$ cat src/rtl/dot_product_driver.sv
`default_nettype none
// ============================================================================
// Module   : dot_product_driver
// Purpose  : Double-buffers serial (weight, pixel) pairs into N-element vectors,
//            frames each engine run with dp_rst and returns the captured sum.
// Revision : 1.0 - initial release
// ============================================================================
module dot_product_driver #(
    parameter int N          = 10,
    parameter int A_W        = 19,
    parameter int B_W        = 10,
    parameter int R_W        = 26,
    parameter int RESULT_LAT = 29,
    parameter int FRAME_LEN  = 30
) (
    input  logic               clk,
    input  logic               GlobalReset,
    input  logic               in_valid,
    output logic               in_ready,
    input  logic [A_W-1:0]     in_a,
    input  logic [B_W-1:0]     in_b,
    output logic               dp_rst,
    output logic [N*A_W-1:0]   dp_a,
    output logic [N*B_W-1:0]   dp_b,
    input  logic [R_W-1:0]     dp_value,
    output logic               out_valid,
    input  logic               out_ready,
    output logic [R_W-1:0]     out_data
);

    localparam int LC_W = $clog2(N + 1);
    localparam int FC_W = (RESULT_LAT < 1) ? 1 : $clog2(RESULT_LAT + 1);
    localparam logic [LC_W-1:0] c_N          = LC_W'(N);
    localparam logic [FC_W-1:0] c_RESULT_LAT = FC_W'(RESULT_LAT);

    if (RESULT_LAT < 1 || RESULT_LAT >= FRAME_LEN) begin : g_bad_result_lat
        $error("RESULT_LAT must lie in 1..FRAME_LEN-1");
    end

    typedef enum logic [1:0] {
        S_IDLE = 2'd0,
        S_RUN  = 2'd1,
        S_HOLD = 2'd2
    } state_t;

    state_t              r_state;
    state_t              w_state_nxt;
    logic [LC_W-1:0]     r_load_cnt;
    logic [FC_W-1:0]     r_frame_cnt;
    logic [A_W-1:0]      r_load_a [N];
    logic [B_W-1:0]      r_load_b [N];
    logic [N*A_W-1:0]    w_load_a_flat;
    logic [N*B_W-1:0]    w_load_b_flat;
    logic                w_full;
    logic                w_load;
    logic                w_swap;
    logic                w_capture;
    logic                w_handshake;

    assign w_full      = (r_load_cnt == c_N);
    assign in_ready    = (r_load_cnt < c_N);
    assign w_load      = in_valid && in_ready;
    assign w_handshake = out_valid && out_ready;

    for (genvar i = 0; i < N; i++) begin : g_pack
        assign w_load_a_flat[i*A_W +: A_W] = r_load_a[i];
        assign w_load_b_flat[i*B_W +: B_W] = r_load_b[i];
    end

    always_comb begin
        w_state_nxt = r_state;
        w_swap      = 1'b0;
        w_capture   = 1'b0;
        case (r_state)
            S_IDLE: begin
                if (w_full) begin
                    w_swap      = 1'b1;
                    w_state_nxt = S_RUN;
                end
            end
            S_RUN: begin
                if (r_frame_cnt == c_RESULT_LAT) begin
                    w_capture   = 1'b1;
                    w_state_nxt = S_HOLD;
                end
            end
            S_HOLD: begin
                // Back-to-back run: the handshake edge doubles as the next start.
                if (w_handshake) begin
                    if (w_full) begin
                        w_swap      = 1'b1;
                        w_state_nxt = S_RUN;
                    end else begin
                        w_state_nxt = S_IDLE;
                    end
                end
            end
            default: w_state_nxt = S_IDLE;
        endcase
    end

    always_ff @(posedge clk) begin
        if (!GlobalReset) begin
            r_state <= S_IDLE;
        end else begin
            r_state <= w_state_nxt;
        end
    end

    // Load buffer holds no meaningful state across reset; the count gates it.
    always_ff @(posedge clk) begin
        if (w_load) begin
            for (int i = 0; i < N; i++) begin
                if (r_load_cnt == LC_W'(i)) begin
                    r_load_a[i] <= in_a;
                    r_load_b[i] <= in_b;
                end
            end
        end
    end

    always_ff @(posedge clk) begin
        if (!GlobalReset) begin
            r_load_cnt  <= '0;
            r_frame_cnt <= '0;
            dp_rst      <= 1'b1;
            dp_a        <= '0;
            dp_b        <= '0;
            out_valid   <= 1'b0;
            out_data    <= '0;
        end else begin
            if (w_swap) begin
                r_load_cnt <= '0;
            end else if (w_load) begin
                r_load_cnt <= r_load_cnt + 1'b1;
            end

            if (w_swap) begin
                dp_a        <= w_load_a_flat;
                dp_b        <= w_load_b_flat;
                dp_rst      <= 1'b0;
                r_frame_cnt <= '0;
            end else if (w_capture) begin
                out_data  <= dp_value;
                out_valid <= 1'b1;
                dp_rst    <= 1'b1;
            end else if (r_state == S_RUN) begin
                r_frame_cnt <= r_frame_cnt + 1'b1;
            end

            if (w_handshake) begin
                out_valid <= 1'b0;
            end
        end
    end

endmodule
`default_nettype wire

$ cat config.mk
export PLATFORM = sky130hd
export DESIGN_NAME = dot_product_driver
export DESIGN_NICKNAME = d
export VERILOG_FILES = /design/src/rtl/dot_product_driver.sv
export SDC_FILE = /design/constraint.sdc
export NUM_CORES = 1
export LEC_CHECK = 0
export CAP_MARGIN = 15
export CORE_ASPECT_RATIO = 1.25
export CORE_UTILIZATION = 48
export DETAILED_ROUTE_END_ITERATION = 8
export GPL_TIMING_DRIVEN = 0
export PLACE_DENSITY = 0.86
export SYNTH_ARGS = -nofsm -noshare
export SYNTH_HDL_FRONTEND = slang
export SYNTH_SLANG_ARGS = --single-unit
$ cat constraint.sdc
create_clock -name clk -period 3.9 [get_ports clk]
set_input_delay 0.975 -clock clk [delete_from_list [all_inputs] [get_ports clk]]
set_output_delay 0.975 -clock clk [all_outputs]
set_load 0.01 [all_outputs]
==> results of run 1 <==
==> power by group <==
| group | switching (mW) | leakage (nW) | internal, mW |
|---|---|---|---|
| Sequential | 0.0129 | 5.28 | 6.84 |
| Clock | 2.46 | 0.903 | 2.99 |
| Combinational | 0.207 | 3.03 | 0.116 |
==> worst max-delay path, delay by kind of cell (launching register included) <==
family                 cells  cell delay (ns)
buffers and inverters      2             0.83
AO/OA/AOI/OAI              1             0.31
flip-flops                 1             0.31
==> Yosys cell counts (all sizes together) <==
library cell	number
o21ai	320
and4bb	1
buf	65
and4	1
nand4bb	1
nand4	1
nand2	8
a21oi	6
clkbuf	114
nand3b	2
a21bo	1
o21a	1
inv	4
nor2b	2
dfxtp	329
nand2b	2
o31ai	2
a41oi	1
a21boi	318
or3	3
a311oi	1
and2	1
nor3	7
a211oi	1
a31oi	1
a21o	3
edfxtp	290
ha	6
nand3	319
o22ai	1
nor2	7
==> state kept, by name (all words and copies together) (netlist names) <==
name,cells
dp_a,190
r_load_a,190
dp_b,100
r_load_b,100
out_data,26
r_frame_cnt,5
r_load_cnt,4
r_state,2
dp_rst,1
out_valid,1
==> how the worst max path moves through the flow <==
stage	from	endpoint	slack [ns]	depth (start not counted)
finish	r_load_cnt[2]	in_ready	0.87	3
global route	r_load_cnt[2]	in_ready	0.80	3
global placement	in_valid	r_load_a[3][13]	-1.72	3
floorplan	in_valid	r_load_a[1][0]	0.08	3
CTS	r_load_cnt[2]	in_ready	0.84	3
detailed placement	out_ready	dp_a[87]	0.60	6
==> layer usage <==
layer | vias up | wire length (um) | track usage [%]
met3 | 228 | 5580 | 5.85
li1 | 7596 | - | -
met5 | - | 0 | 0
met4 | 0 | 4380 | 17.0
met1 | 8339 | 25200 | 33.3
met2 | 945 | 33700 | 49.6
==> area by class of cell <==
class | instances | area [sq um]
timing repair buffer | 391 | 3990
tap | 578 | 723
fill | 3318 | 16600
clock buffer | 74 | 1570
buffer | 179 | 811
clock inverter | 32 | 238
multi-input combinational | 1017 | 6050
sequential | 619 | 15300
inverter | 4 | 15.0
antenna | 3 | 7.51
==> cells by family (layout without fill, tap and decap cells) <==
| group | after synthesis | after routing | share of synthesized area, % |
|---|---|---|---|
| buffers and inverters | 183 | 680 | 3.74 |
| adders and majority gates | 6 | 6 | 0.340 |
| DFF | 619 | 619 | 69.2 |
| other | 0 | 3 | 0 |
| AOI/OAI and AO/OA | 656 | 656 | 18.6 |
| and+or+nand+nor | 355 | 355 | 8.12 |
==> metrics by stage <==
step	util [%]	area (sq um)	TNS, ns
floorplan	-	22100	0
global placement	58.7	26600	-205.03
detailed placement	59.4	26900	0
CTS	63.4	28700	0
global route	63.4	28700	0
finish	63.4	28700	0
==> impl_metrics.csv, run 1 <==
group,metric,value,unit
outcome,outcome,"finished, final reports clean",
cts,clk_latency,0.62,ns
sta,finalClockSkew,0.0214,ns
detailed_routing,ant_nets,0,
logic_synthesis,syn-num-nets,1884,
power,power.total,12.6,mW
cts,cts_tree,"done",
sta,finalSetupViolCount,0,
global_routing,antenna_found_initial,2,
detailed_routing,final_wl,68800,um
worst_setup_path,timing.critical_path.slowest_cell_delay,0.65,ns
sta,max_freq,330,MHz
cts,number_of_levels_in_the_clock_h_tree,2,
power,vdd_drop_max,358,uV
worst_setup_path,worstPathCellList,"buf_2 -> o21ai_1 -> clkdlybuf4s50_1",
global_routing,grt_max_degree,31,
worst_setup_path,critical_path_arrival,2.06,ns
placement,gp_congestion,0.858,
logic_synthesis,yosysWarnings,0,
logic_synthesis,yosys-top-cells-area,"sky130_fd_sc_hd__edfxtp_1, sky130_fd_sc_hd__dfxtp_1, sky130_fd_sc_hd__a21boi_1, sky130_fd_sc_hd__nand3_1, sky130_fd_sc_hd__o21ai_0",
detailed_routing,drt-pass1-iter-count,5,
cts,clock_path_buffers,3,
power,total_leakage_power,9.21,nW
cts,cts_root_buffer,"sky130_fd_sc_hd__clkbuf_16",
cells_and_area,layout_common_cells,"sky130_fd_sc_hd__clkdlybuf4s50_1, sky130_fd_sc_hd__dfxtp_1, sky130_fd_sc_hd__nand3_1, sky130_fd_sc_hd__o21ai_0, sky130_fd_sc_hd__a21boi_1",
cts,post-cts-setup-buffer-count,0,
power,power_density,440,nW/um^2
worst_setup_path,r2r_slack,1.61,ns
cts,number_of_buffers_added_to_fix_hold_violations_after_cts,0,
cells_and_area,layout-area-overhead-vs-synth,29.8,%
placement,placement_setup_slack,0.597,ns
worst_setup_path,timing.setup.critical_path_class,"reg2out",
sta,worst_slew_margin_rel,29.0,%
floorplanning,area_of_the_die,46900,sq um
detailed_routing,drt-vias-per-instance,5.91,
worst_setup_path,crit_fanout,10,
global_routing,grt.total_usage,28.8,%
worst_setup_path,cp-end-kind,"primary output",
worst_setup_path,reg2regPathDepth,6,
sta,final-max-slew-violation-count,0,
min_path,worst_hold_path_type,"reg2reg",
logic_synthesis,seq_area_frac_synth,69.2,%
global_routing,vias_in_the_first_global_route,17000,
cells_and_area,layout.cells.non_filler,2897,
cts,cts_buf_count,56,
cells_and_area,layout.cells.most_common,"sky130_fd_sc_hd__clkdlybuf4s50_1",
cells_and_area,drive_gt1_share,7.94,%
logic_synthesis,yosys.cell_types.count,35,
detailed_routing,routed_wire_per_std_cell,23.8,um
sta,fin_hold_ws,0.474,ns
worst_setup_path,reg2reg_from,"r_load_cnt[0]",
worst_setup_path,slowest_stage,"sky130_fd_sc_hd__clkdlybuf4s50_1",
placement,post_place_cells,2788,
cts,cts.clk_slew.worst_paths,0.06,ns
sta,timing.final.crit_period,3.03,ns
floorplanning,floorplan.die.width,194,um
global_routing,gr-total-overflow,0,
worst_setup_path,r2r_end,"r_load_b[2][3]",
min_path,min_to,"dp_a[130]",
logic_synthesis,synth_area_leader_cell,"sky130_fd_sc_hd__edfxtp_1",
logic_synthesis,syn-cell-area,22100,sq um
global_routing,grt_first_pass_wirelength,101000,um
sta,rsz0062_at_grt,"no",
min_path,critical_hold_path_startpoint,"dp_a[130]",
sta,tightest_slew,1.06,ns
logic_synthesis,syn-mean-instance-area,12.2,sq um
logic_synthesis,synth_seq_cells,619,
placement,post-dp-hpwl,46500,um
worst_setup_path,startpoint_type,"flip-flop",
floorplanning,initial_core_utilization,48.8,%
floorplanning,core_area,45300,sq um
min_path,holdPathStages,2,
sta,report.final.hold_viol_count,0,
detailed_routing,drt_drc_violations_left,0,
cts,tritoncts_num_sinks,619,
sta,layout_setup_ws,0.867,ns
logic_synthesis,synth_cells,1819,
logic_synthesis,yosys.area.top_type_share,39.4,%
floorplanning,chipHeight,242,um
worst_setup_path,worstPathRequired,2.92,ns
cts,number_of_cells_upsized_or_downsized_after_cts,0,
placement,buffer_ports.inserted,375,
detailed_routing,routed_via_count,17100,
floorplanning,floorplan.io_pins,378,
sta,period_share,77.8,%
cells_and_area,total_number_of_nets_in_the_final_design,2333,
detailed_routing,detail_route.iter0.violations,1396,
run,timing.max_cap.violations,0,
floorplanning,rows,87,
No activity file was read; power rests on OpenSTA's default activity.
==> inputs of run 2 (changes only) <==
==> constraint.sdc (replaced) <==
create_clock -name clk -period 2.45 [get_ports clk]
set_input_delay 0.6125 -clock clk [delete_from_list [all_inputs] [get_ports clk]]
set_output_delay 0.6125 -clock clk [all_outputs]
set_load 0.01 [all_outputs]
==> run 2 against run 1 <==
Effect of this change:
- global-route usage is 0.57 points lower
- critical endpoint unchanged
- setup slack got worse by 0.77 ns
- final cell count is 0.28% lower
- power up 59%
- via count shrank 1.6%
==> impl_metrics.csv, run 2 (synthesized netlist as in run 1, its figures left out) <==
group,metric,value,unit
sta,report.final.hold_viol_count,0,
cts,cts.clk_slew.worst_paths,0.06,ns
placement,post_place_cells,2783,
cells_and_area,drive_gt1_share,7.45,%
global_routing,grt.total_usage,28.2,%
floorplanning,core_area,45300,sq um
power,power_density,697,nW/um^2
cts,clock_path_buffers,3,
worst_setup_path,timing.critical_path.from,"r_load_cnt[2]",
detailed_routing,detail_route.iter0.violations,1507,
detailed_routing,drt_drc_violations_left,0,
cells_and_area,total_number_of_nets_in_the_final_design,2328,
sta,rsz0062_at_grt,"no",
worst_setup_path,timing.critical_path.slowest_cell_delay,0.39,ns
floorplanning,floorplan.io_pins,378,
sta,final-max-slew-violation-count,0,
cells_and_area,layout.cells.most_common,"sky130_fd_sc_hd__clkdlybuf4s50_1",
cts,cts_tree,"done",
placement,placement_setup_slack,-0.488,ns
worst_setup_path,reg2reg_from,"r_state[1]",
outcome,outcome,"finished, final reports clean",
global_routing,antenna_found_initial,3,
sta,finalClockSkew,0.0240,ns
cells_and_area,layout.cells.non_filler,2889,
cells_and_area,layout-area-overhead-vs-synth,30.2,%
cells_and_area,layout_top_registers,"dp_a x190, r_load_a x190",
sta,fin_hold_ws,0.431,ns
placement,gp_congestion,0.881,
worst_setup_path,worst-path-stages,3,
detailed_routing,ant_nets,0,
worst_setup_path,cpLargestDelayFamily,"buffers and inverters",
detailed_routing,routed_via_count,16800,
worst_setup_path,reg2regPathDepth,5,
global_routing,grt_first_pass_wirelength,99700,um
worst_setup_path,worstPathRequired,1.84,ns
cts,clk_latency,0.62,ns
worst_setup_path,cp-end-kind,"primary output",
placement,post-dp-hpwl,46000,um
floorplanning,rows,87,
worst_setup_path,crit_fanout,10,
cts,number_of_levels_in_the_clock_h_tree,2,
worst_setup_path,r2r_end,"dp_a[34]",
power,vdd_drop_max,532,uV
placement,buffer_ports.inserted,375,
worst_setup_path,r2r_slack,0.26,ns
cts,number_of_cells_upsized_or_downsized_after_cts,2,
worst_setup_path,worstPathCellList,"buf_2 -> o21ai_2 -> dlygate4sd2_1",
cts,post-cts-setup-buffer-count,0,
floorplanning,floorplan.die.width,194,um
detailed_routing,drt-pass1-iter-count,5,
detailed_routing,drt-vias-per-instance,5.83,
detailed_routing,routed_wire_per_std_cell,23.3,um
sta,max_freq,425,MHz
sta,timing.final.crit_period,2.35,ns
detailed_routing,final_wl,67400,um
sta,tightest_slew,1.03,ns
floorplanning,area_of_the_die,46900,sq um
worst_setup_path,setup.worst_path.end,"in_ready",
cells_and_area,fillerInstances,3234,
power,total_leakage_power,9.18,nW
sta,layout_setup_ws,0.0964,ns
sta,worst_slew_margin_rel,31.2,%
sta,finalSetupViolCount,0,
min_path,worst_hold_path_type,"in2reg",
cts,cts_buf_count,56,
floorplanning,chipHeight,242,um
worst_setup_path,worst-path-buf-inv,2,
global_routing,gr-total-overflow,0,
power,power.total,20.1,mW
floorplanning,initial_core_utilization,48.8,%
worst_setup_path,slowest_stage,"sky130_fd_sc_hd__dlygate4sd2_1",
cts,number_of_buffers_added_to_fix_hold_violations_after_cts,0,
sta,period_share,96.1,%
worst_setup_path,critical_path_arrival,1.74,ns
cts,tritoncts_num_sinks,619,
worst_setup_path,timing.setup.critical_path_class,"reg2out",
global_routing,grt_max_degree,30,
global_routing,vias_in_the_first_global_route,16800,
worst_setup_path,startpoint_type,"flip-flop",
run,timing.max_cap.violations,0,
sta,fin_setup_tns,0,ns
cts,cts_root_buffer,"sky130_fd_sc_hd__clkbuf_16",
cells_and_area,layout_common_cells,"sky130_fd_sc_hd__clkdlybuf4s50_1, sky130_fd_sc_hd__dfxtp_1, sky130_fd_sc_hd__nand3_1, sky130_fd_sc_hd__o21ai_0, sky130_fd_sc_hd__a21boi_1",
[run 2: stage by stage]
stage	utilization (%)	instance area (sq um)
floorplan	-	22100
global placement	58.7	26600
detailed placement	59.5	27000
finish	63.5	28800
CTS	63.5	28800
global route	63.5	28800
[run 2: tightest hold or removal path: cells and delay by family]
family          cells  cell delay (ns)
buf+inv             1             0.19
simple gates        1             0.13
compound gates      1             0.05
[run 2: final cells by class]
cell class                      count  area (sq um)  share of cell area [%]
Clock inverter                     29           230                   0.800
Tap cell                          578           723                    2.51
Clock buffer                       76          1590                    5.52
Timing Repair Buffer              386          4030                    14.0
Buffer                            179           811                    2.82
Sequential cell                   619         15300                    53.2
Multi-Input combinational cell   1017          6080                    21.1
Antenna cell                        1          2.50                 0.00870
Inverter                            4          15.0                  0.0522
[run 2: metal layers]
metal  GRT usage (%)  vias up  routed length, um
met5               0        -                  0
met4            15.0        0               3490
met3            6.13      180               6020
met2            48.2      887              33300
met1            33.3     8181              24600
li1                -     7591                  -
[run 2: worst min-delay path by stage]
stage,from,to,cells past startpoint
final,in_valid,r_load_cnt[1],3
after detailed placement,dp_rst,dp_rst,1
after floorplan,r_frame_cnt[4],r_frame_cnt[4],2
after global routing,in_valid,r_load_cnt[0],3
after global placement,dp_rst,dp_rst,1
after CTS,in_valid,r_load_cnt[1],3
[run 2: power by group]
| part | switching, mW | internal [mW] |
|---|---|---|
| logic | 0.321 | 0.188 |
| clock network | 3.79 | 4.85 |
| registers | 0.0213 | 10.9 |
| total | 4.13 | 15.9 |
